$ cat config.mk
export PLATFORM = sky130hd
export DESIGN_NAME = mem_req_sequencer
export DESIGN_NICKNAME = d
export VERILOG_FILES = /design/src/rtl/mem_req_pkg.sv /design/src/rtl/mem_req_fifo.sv /design/src/rtl/mem_req_sequencer.sv
export SDC_FILE = /design/constraint.sdc
export NUM_CORES = 1
export LEC_CHECK = 0
export BUFFER_PORTS_ARGS = -buffer_cell sky130_fd_sc_hd__buf_4
export CAP_MARGIN = 15
export CELL_PAD_IN_SITES_DETAIL_PLACEMENT = 0
export CELL_PAD_IN_SITES_GLOBAL_PLACEMENT = 2
export CORE_MARGIN = 2
export CORE_UTILIZATION = 40
export CTS_CLUSTER_SIZE = 10
export DETAILED_ROUTE_END_ITERATION = 10
export PLACE_DENSITY_LB_ADDON = 0.1
export SKIP_CTS_REPAIR_TIMING = 1
export SYNTH_ARGS = -nofsm -noshare
export SYNTH_HDL_FRONTEND = slang
export SYNTH_HIERARCHICAL = 1
export SYNTH_SLANG_ARGS = --single-unit
$ cat constraint.sdc
create_clock -name clk -period 2.4 [get_ports clk]
set_clock_uncertainty 0.05 [all_clocks]
set_input_delay 0.36 -clock clk [delete_from_list [all_inputs] [get_ports clk]]
set_output_delay 0.36 -clock clk [all_outputs]
set_load 0.1 [all_outputs]
$ cat src/rtl/mem_req_pkg.sv
// rtl/mem_req_pkg.sv - shared FSM states and entry-width helper for the memory request sequencer
package mem_req_pkg;

    typedef enum logic [1:0] {
        IDLE  = 2'd0,
        ISSUE = 2'd1,
        WAIT  = 2'd2,
        RESP  = 2'd3
    } state_t;

    // One queued request is {we, addr, wdata}.
    function automatic int entry_w(input int aw, input int dw);
        return 1 + aw + dw;
    endfunction

endpackage

$ cat src/rtl/mem_req_fifo.sv
// rtl/mem_req_fifo.sv - synchronous request FIFO with full/empty flags
module mem_req_fifo #(
    parameter int DEPTH = 4,
    parameter int W     = 13
) (
    input  logic         clk,
    input  logic         reset,
    input  logic         push,
    input  logic [W-1:0] push_data,
    input  logic         pop,
    output logic [W-1:0] head,
    output logic         full,
    output logic         empty
);
    localparam int PW = $clog2(DEPTH);
    localparam logic [PW:0] PTR_ONE = (PW + 1)'(1);

    // Pointers carry one extra wrap bit to tell full from empty.
    logic [PW:0]  wr_ptr;
    logic [PW:0]  rd_ptr;
    logic [W-1:0] store [DEPTH];

    always_ff @(posedge clk or negedge reset) begin
        if (!reset) begin
            wr_ptr <= '0;
            rd_ptr <= '0;
        end else begin
            if (push) wr_ptr <= wr_ptr + PTR_ONE;
            if (pop)  rd_ptr <= rd_ptr + PTR_ONE;
        end
    end

    always_ff @(posedge clk) begin
        if (push) store[wr_ptr[PW-1:0]] <= push_data;
    end

    assign head  = store[rd_ptr[PW-1:0]];
    assign empty = (wr_ptr == rd_ptr);
    assign full  = (wr_ptr[PW] != rd_ptr[PW]) && (wr_ptr[PW-1:0] == rd_ptr[PW-1:0]);

endmodule

$ cat src/rtl/mem_req_sequencer.sv
// rtl/mem_req_sequencer.sv - queues host requests, issues them to the memory strobe port, returns ordered responses
module mem_req_sequencer
    import mem_req_pkg::*;
#(
    parameter int AW      = 4,
    parameter int DW      = 8,
    parameter int DEPTH   = 4,
    parameter int TIMEOUT = 16
) (
    input  logic          clk,
    input  logic          reset,
    input  logic          req_valid,
    output logic          req_ready,
    input  logic          req_we,
    input  logic [AW-1:0] req_addr,
    input  logic [DW-1:0] req_wdata,
    output logic          rsp_valid,
    input  logic          rsp_ready,
    output logic          rsp_we,
    output logic [DW-1:0] rsp_rdata,
    output logic          rsp_err,
    output logic          mem_read,
    output logic          mem_write,
    output logic [AW-1:0] mem_addr,
    output logic [DW-1:0] mem_din,
    input  logic [DW-1:0] mem_dout,
    input  logic          mem_ready
);
    localparam int EW = entry_w(AW, DW);
    localparam int CW = $clog2(TIMEOUT);
    localparam logic [CW-1:0] CNT_MAX = CW'(TIMEOUT - 1);
    localparam logic [CW-1:0] CNT_ONE = CW'(1);

    state_t        state;
    state_t        next;
    logic [EW-1:0] head;
    logic          full;
    logic          empty;
    logic          pop;
    logic          op_we;
    logic          init_done;
    logic [CW-1:0] cnt;

    // init_done keeps req_ready low until the first clock after reset release.
    assign req_ready = init_done && !full;

    mem_req_fifo #(
        .DEPTH (DEPTH),
        .W     (EW)
    ) u_fifo (
        .clk       (clk),
        .reset     (reset),
        .push      (req_valid && req_ready),
        .push_data ({req_we, req_addr, req_wdata}),
        .pop       (pop),
        .head      (head),
        .full      (full),
        .empty     (empty)
    );

    always_ff @(posedge clk or negedge reset) begin
        if (!reset) state <= IDLE;
        else        state <= next;
    end

    always_comb begin
        next      = state;
        pop       = 1'b0;
        mem_read  = 1'b0;
        mem_write = 1'b0;
        rsp_valid = 1'b0;
        case (state)
            IDLE: begin
                if (!empty) begin
                    pop  = 1'b1;
                    next = ISSUE;
                end
            end
            ISSUE: begin
                mem_write = op_we;
                mem_read  = !op_we;
                next      = WAIT;
            end
            WAIT: begin
                if (mem_ready || cnt == CNT_MAX) next = RESP;
            end
            RESP: begin
                rsp_valid = 1'b1;
                if (rsp_ready) next = IDLE;
            end
            default: next = IDLE;
        endcase
    end

    always_ff @(posedge clk or negedge reset) begin
        if (!reset) begin
            init_done <= 1'b0;
            op_we     <= 1'b0;
            mem_addr  <= '0;
            mem_din   <= '0;
            cnt       <= '0;
            rsp_we    <= 1'b0;
            rsp_rdata <= '0;
            rsp_err   <= 1'b0;
        end else begin
            init_done <= 1'b1;
            if (pop) begin
                op_we    <= head[EW-1];
                mem_addr <= head[DW +: AW];
                mem_din  <= head[DW-1:0];
            end
            if (state == ISSUE)     cnt <= '0;
            else if (state == WAIT) cnt <= cnt + CNT_ONE;
            // Timeout wins only when ready is absent; read data is zeroed for writes and errors.
            if (state == WAIT && (mem_ready || cnt == CNT_MAX)) begin
                rsp_we    <= op_we;
                rsp_err   <= !mem_ready;
                rsp_rdata <= (mem_ready && !op_we) ? mem_dout : '0;
            end
        end
    end

endmodule
== Yosys cells after proc, flatten, opt, wreduce, memory -nomap -nowiden ==
Memories as Yosys holds them, arrays and structs flattened. A register that Yosys moved wholly into a read port is not among the register bits.
Index checks and enable logic that the tools add are counted.
Storage, ports and cells
  bits in registers: 23
  RAM bits: 52
  input bits: 26
  output and inout port bits: 26
  word-level logic and storage cells: 49
  memories: 1
Memories
  u_fifo.store: depth 4, bits a word 13, read ports 1, clocked after memory_dff 1, write ports 1, line mem_req_fifo.sv:21  | logic [W-1:0] store [DEPTH];
Cells by class
  add/sub/neg operators: 3
  equal/unequal tests: 10
  muxes and demuxes: 14
  reductions and logical operators: 13
Operator list (count)
  4-bit two-way mux: 2
  8-bit two-way mux: 1
  2-bit case mux with 4 select lines: 1
  1-bit two-way mux: 7
  3-bit by 1-bit adder with 3-bit output, second input constant: 2
  2-bit two-way mux: 3
  2-bit inequality test, second input constant: 3
  1-bit logical AND: 5
  4-bit by 1-bit adder with 4-bit output, second input constant: 1
  2-bit == test, second input constant: 2
  4-bit == test, second input constant: 1
  1-bit zero test: 4
  3-bit == test: 1
  3-bit AND reduction: 1
  2-bit by 1-bit == test with 1-bit output, second input constant: 1
  2-bit == test: 1
  2-bit zero test: 1
  2-bit nonzero test: 1
  1-bit logical OR: 1
  1-bit inequality test: 1

== Logic depth before layout (Yosys ltp) ==
  word-level depth: 7
  mapped depth: 9

== Modules after synthesis ==
Netlist, hierarchy kept.
Modules (own cells, without submodules)
  mem_req_fifo: instances 1, cells each 99, area each 2257.2 µm², seq. area each 1711.6 µm²
  mem_req_sequencer: instances 1, cells each 107, area each 1375.1 µm², seq. area each 750.7 µm²

== Worst setup path before layout ==
OpenSTA, ideal clock, no wires.
  kind: register -> register
  from: reg u_fifo.rd_ptr[0]
  to: mem u_fifo.store[3][0] (enable)
  setup time: 0.368 ns
  data arrival time: 3.063 ns
  required time: 1.982 ns
  path slack: -1.081 ns
  stages on the path, launching flop included: 8
  path buffers: 2
  period minus slack after synthesis: 3.481 ns
  path through: dfrtp_1 > buf_6 > buf_12 > xor2_1 > nor3_1 > nor2b_1 > and2_1 > and2_1
On the way
  word-level cells in the longest chain between the ends: 7
RTL lines
  start, declared: line mem_req_fifo.sv:20  | logic [PW:0] rd_ptr;
  start signal, assigned: line mem_req_fifo.sv:29  | if (pop) rd_ptr <= rd_ptr + PTR_ONE;
  2-bit == test: line mem_req_fifo.sv:39  | assign full = (wr_ptr[PW] != rd_ptr[PW]) && (wr_ptr[PW-1:0] == rd_ptr[PW-1:0]);
  1-bit logical AND: line mem_req_fifo.sv:39
  named net full: line mem_req_sequencer.sv:37  | logic full;
  1-bit zero test: line mem_req_sequencer.sv:45  | assign req_ready = init_done && !full;
  1-bit logical AND: line mem_req_sequencer.sv:45
  named net req_ready: line mem_req_sequencer.sv:13  | output logic req_ready,
  1-bit logical AND: line mem_req_sequencer.sv:53  | .push (req_valid && req_ready),
  1-bit two-way mux: line mem_req_fifo.sv:34  | if (push) store[wr_ptr[PW-1:0]] <= push_data;
  1-bit two-way mux (implied by the code): line mem_req_fifo.sv:34
  end, declared: line mem_req_fifo.sv:21
The timed path passes the listed nets, and every way through them passes these cells.

== Worst setup path in the final report ==
  from: reg u_fifo.wr_ptr[0]
  to: out req_ready
On the way
  word-level cells in the longest chain between the ends: 4
RTL lines
  start, declared: line mem_req_fifo.sv:19  | logic [PW:0] wr_ptr;
  start signal, assigned: line mem_req_fifo.sv:28  | if (push) wr_ptr <= wr_ptr + PTR_ONE;
  2-bit == test: line mem_req_fifo.sv:39
  1-bit logical AND: line mem_req_fifo.sv:39
  named net full: line mem_req_sequencer.sv:37
  1-bit zero test: line mem_req_sequencer.sv:45
  1-bit logical AND: line mem_req_sequencer.sv:45
  end, declared: line mem_req_sequencer.sv:13
The timed path passes the listed nets, and every way through them passes these cells.

==> results by group <==
Status
  • Outcome: completed

Logic synthesis
  • Synth area leader: edfxtp_1
  • Synthesized cell area: 3630 um2
  • Gate Count Post-Synth: 206
  • Ys Warns: 6
  • Synth Register Bits: 88
  • Synthesized area per cell: 17.6 um2
  • Ranking of synthesized cells by area: edfxtp_1, dfrtp_1, mux4_2, mux2_1, ha_1
  • Seq/Total Area, Yosys: 67.8%
  • Post-Synthesis Net Count: 243
  • Share of the synthesized area in the top cell type: 43.0%
  • Post-synth cell types: 39

Timing
  • Slew Viols, Final: 0
  • Setup WS post-layout: 0.380 ns
  • Final hold viol count: 0
  • Slew HR: 66.2%
  • Tmin final: 2.02 ns
  • Setup violators final: 0
  • Period Utilization, post-route: 84.2%
  • RSZ-0062 raised after global routing: no
  • Worst-margin pin slew: 0.507 ns
  • Total negative slack: 0 ns
  • Fmax: 495 MHz

Detailed routing
  • Final ANT Viol Nets: 0
  • Routed WL: 6540 um
  • DR vias/cell: 5.10
  • 1st-pass router iterations: 4
  • WL/cell: 17.5 um
  • Total number of vias: 1901
  • Starting DRC count in detailed routing: 105
  • DRC: 0

Die
  • Full die area: 9860 um2
  • Top-level port count: 52
  • DIE HEIGHT: 99.3 um
  • Core box area: 8760 um2
  • Starting density of the core: 41.4%
  • Rows: 34
  • Die Wd: 99.3 um

Clock tree
  • Sinks on Clock Net: 88
  • CTS clk-pin slew, worst paths: 0.08 ns
  • CTS root buf: clkbuf_8
  • Cts bufs inserted: 9
  • Bufs on Longest Clock Path: 2
  • CTS tree: yes
  • Clock latency on the worst-skew pair: 0.34 ns
  • Htree depth: 3

Cells and area
  • Antenna Cells: 0
  • Area Overhead vs Synth: 19.3%
  • Filler Cells Inserted: 744
  • Layout cells sized above 1: 32.8%
  • Nets: 298

Job
  • Max cap viols: 0

Critical path
  • Kind of critical path: register to output port
  • CP Data Arrival Time: 1.61 ns
  • Critical Path Source Type: register
  • Crit-path max FO: 5
  • CP endpoint kind: output port
  • Critical Path RT: 1.99 ns

Place
  • Gp weighted congestion: 0.698
  • Worst slack, placed: 0.502 ns
  • Post-DP HPWL: 4140 um
  • Port Buffers: 51

Hold path
  • Hold Crit Class: input port to register

Global route
  • Largest net degree at the start of global routing: 37
  • Vias in the first global route: 1918
  • Initial antenna violation count: 0
  • First-pass GRT wire length: 10600 um
  • Gr usage total: 14.3%
  • GRT overflow: 0
layout by cell type (no fill, tap or decap), types with 2 or more instances in the layout:
master,netlist,routed
mux2_1,15,15
bufinv_16,0,2
xnor2_1,2,2
xor2_1,5,5
nand3b_1,2,2
nor2b_2,0,2
a21o_1,7,7
dfrtp_1,36,36
inv_1,9,9
o21ai_1,3,3
mux4_2,8,8
clkbuf_8,0,9
and2_2,0,3
and4b_1,7,7
o21ai_0,2,2
and2_4,0,2
mux4_1,5,5
nand2_1,3,3
ha_1,11,11
buf_4,3,54
nor2_1,2,2
o22ai_1,2,2
edfxtp_1,52,52
cell families (layout without fill, tap and decap cells):
logic type / count (synthesis) / after routing / share of synthesized area [%]
adders and majority gates: 11 / 11 / 3.79
DFF: 88 / 88 / 67.8
buffers and inverters: 20 / 79 / 3.13
xor gates and xnor gates: 7 / 7 / 1.69
and+or+nand+nor: 29 / 29 / 5.51
muxes: 31 / 31 / 14.2
AOI/OAI and AO/OA: 19 / 19 / 3.75
other: 1 / 1 / 0.103
cell type report:
cell class	count	area (um2)	area share [%]
clock buffer	10	128	2.95
clock inverter	5	81.3	1.88
inverter	9	33.8	0.780
multi-input combinational	98	1080	24.9
sequential	88	2460	56.8
tap	108	135	3.12
timing repair buffer	55	415	9.59
per-layer routing:
| metal | vias up | routed length [um] | global-route usage [%] |
|---|---|---|---|
| met5 | - | 0 | 0 |
| li1 | 879 | - | - |
| met4 | 0 | 98 | 5.69 |
| met3 | 11 | 318 | 3.02 |
| met1 | 958 | 3090 | 20.0 |
| met2 | 53 | 3030 | 21.9 |
final timing paths:
| path | from | to | slack (ns) | cells after the start |
|---|---|---|---|---|
| hold / removal | req_wdata[6] | u_fifo/store[3][6] | 0.16 | 1 |
| hold reg to reg | rsp_rdata[5] | rsp_rdata[5] | 0.44 | 1 |
| min in group asynchronous | reset | cnt[2] | 0.47 | 2 |
| setup / recovery | u_fifo/wr_ptr[0] | req_ready | 0.38 | 4 |
| max in group asynchronous | reset | rsp_rdata[0] | 1.47 | 2 |
| setup reg to reg | u_fifo/wr_ptr[0] | mem_din[7] | 0.50 | 5 |
critical path: stages (launching register included):
cell	delay (ns)
dfrtp_1	0.45
xor2_1	0.18
nor3_1	0.33
nor2b_4	0.07
buf_4	0.24
per-stage QoR:
step	cell area (um2)	utilization, %	hold WS [ns]	std cells
2_1_floorplan	3650	-	0.0144	206
3_3_place_gp	4110	46.9	0.326	357
3_5_place_dp	4110	46.9	0.326	357
4_1_cts	4320	49.3	-0.0554	372
5_1_grt	4330	49.4	0.141	373
6_report	4330	49.4	0.161	373
sequential cells by signal, summed over array words and instances, names as in the netlist:
name and flops:
rsp_we 1, u_fifo/store 52, mem_addr 4, state 2, rsp_rdata 8, cnt 4, mem_din 8, init_done 1
op_we 1, rsp_err 1, u_fifo/rd_ptr 3, u_fifo/wr_ptr 3
cell usage after synthesis:
library cell / n
and2b_1: 1
a222oi_1: 1
buf_12: 1
xor2_1: 5
nand3_1: 1
o21a_1: 1
edfxtp_1: 52
buf_4: 3
buf_2: 3
nor3b_1: 1
nor3_1: 1
conb_1: 1
nand2b_1: 1
mux2_1: 15
o21ai_0: 2
o21ai_1: 3
mux2_4: 1
buf_6: 1
a31oi_2: 1
dfrtp_1: 36
nor2b_1: 3
mux4_1: 5
a21o_1: 7
inv_1: 9
mux4_2: 8
a22oi_1: 1
nor2_1: 2
nand3b_1: 2
nand2_1: 3
and4b_1: 7
nand4b_1: 1
mux2_2: 1
o22ai_1: 2
mux2i_1: 1
xnor2_1: 2
and2_1: 6
clkbuf_1: 3
ha_1: 11
a2bb2oi_1: 1
Power is not shown: default switching activity piles up to over one toggle a cycle in this logic, so the estimate is an artifact.
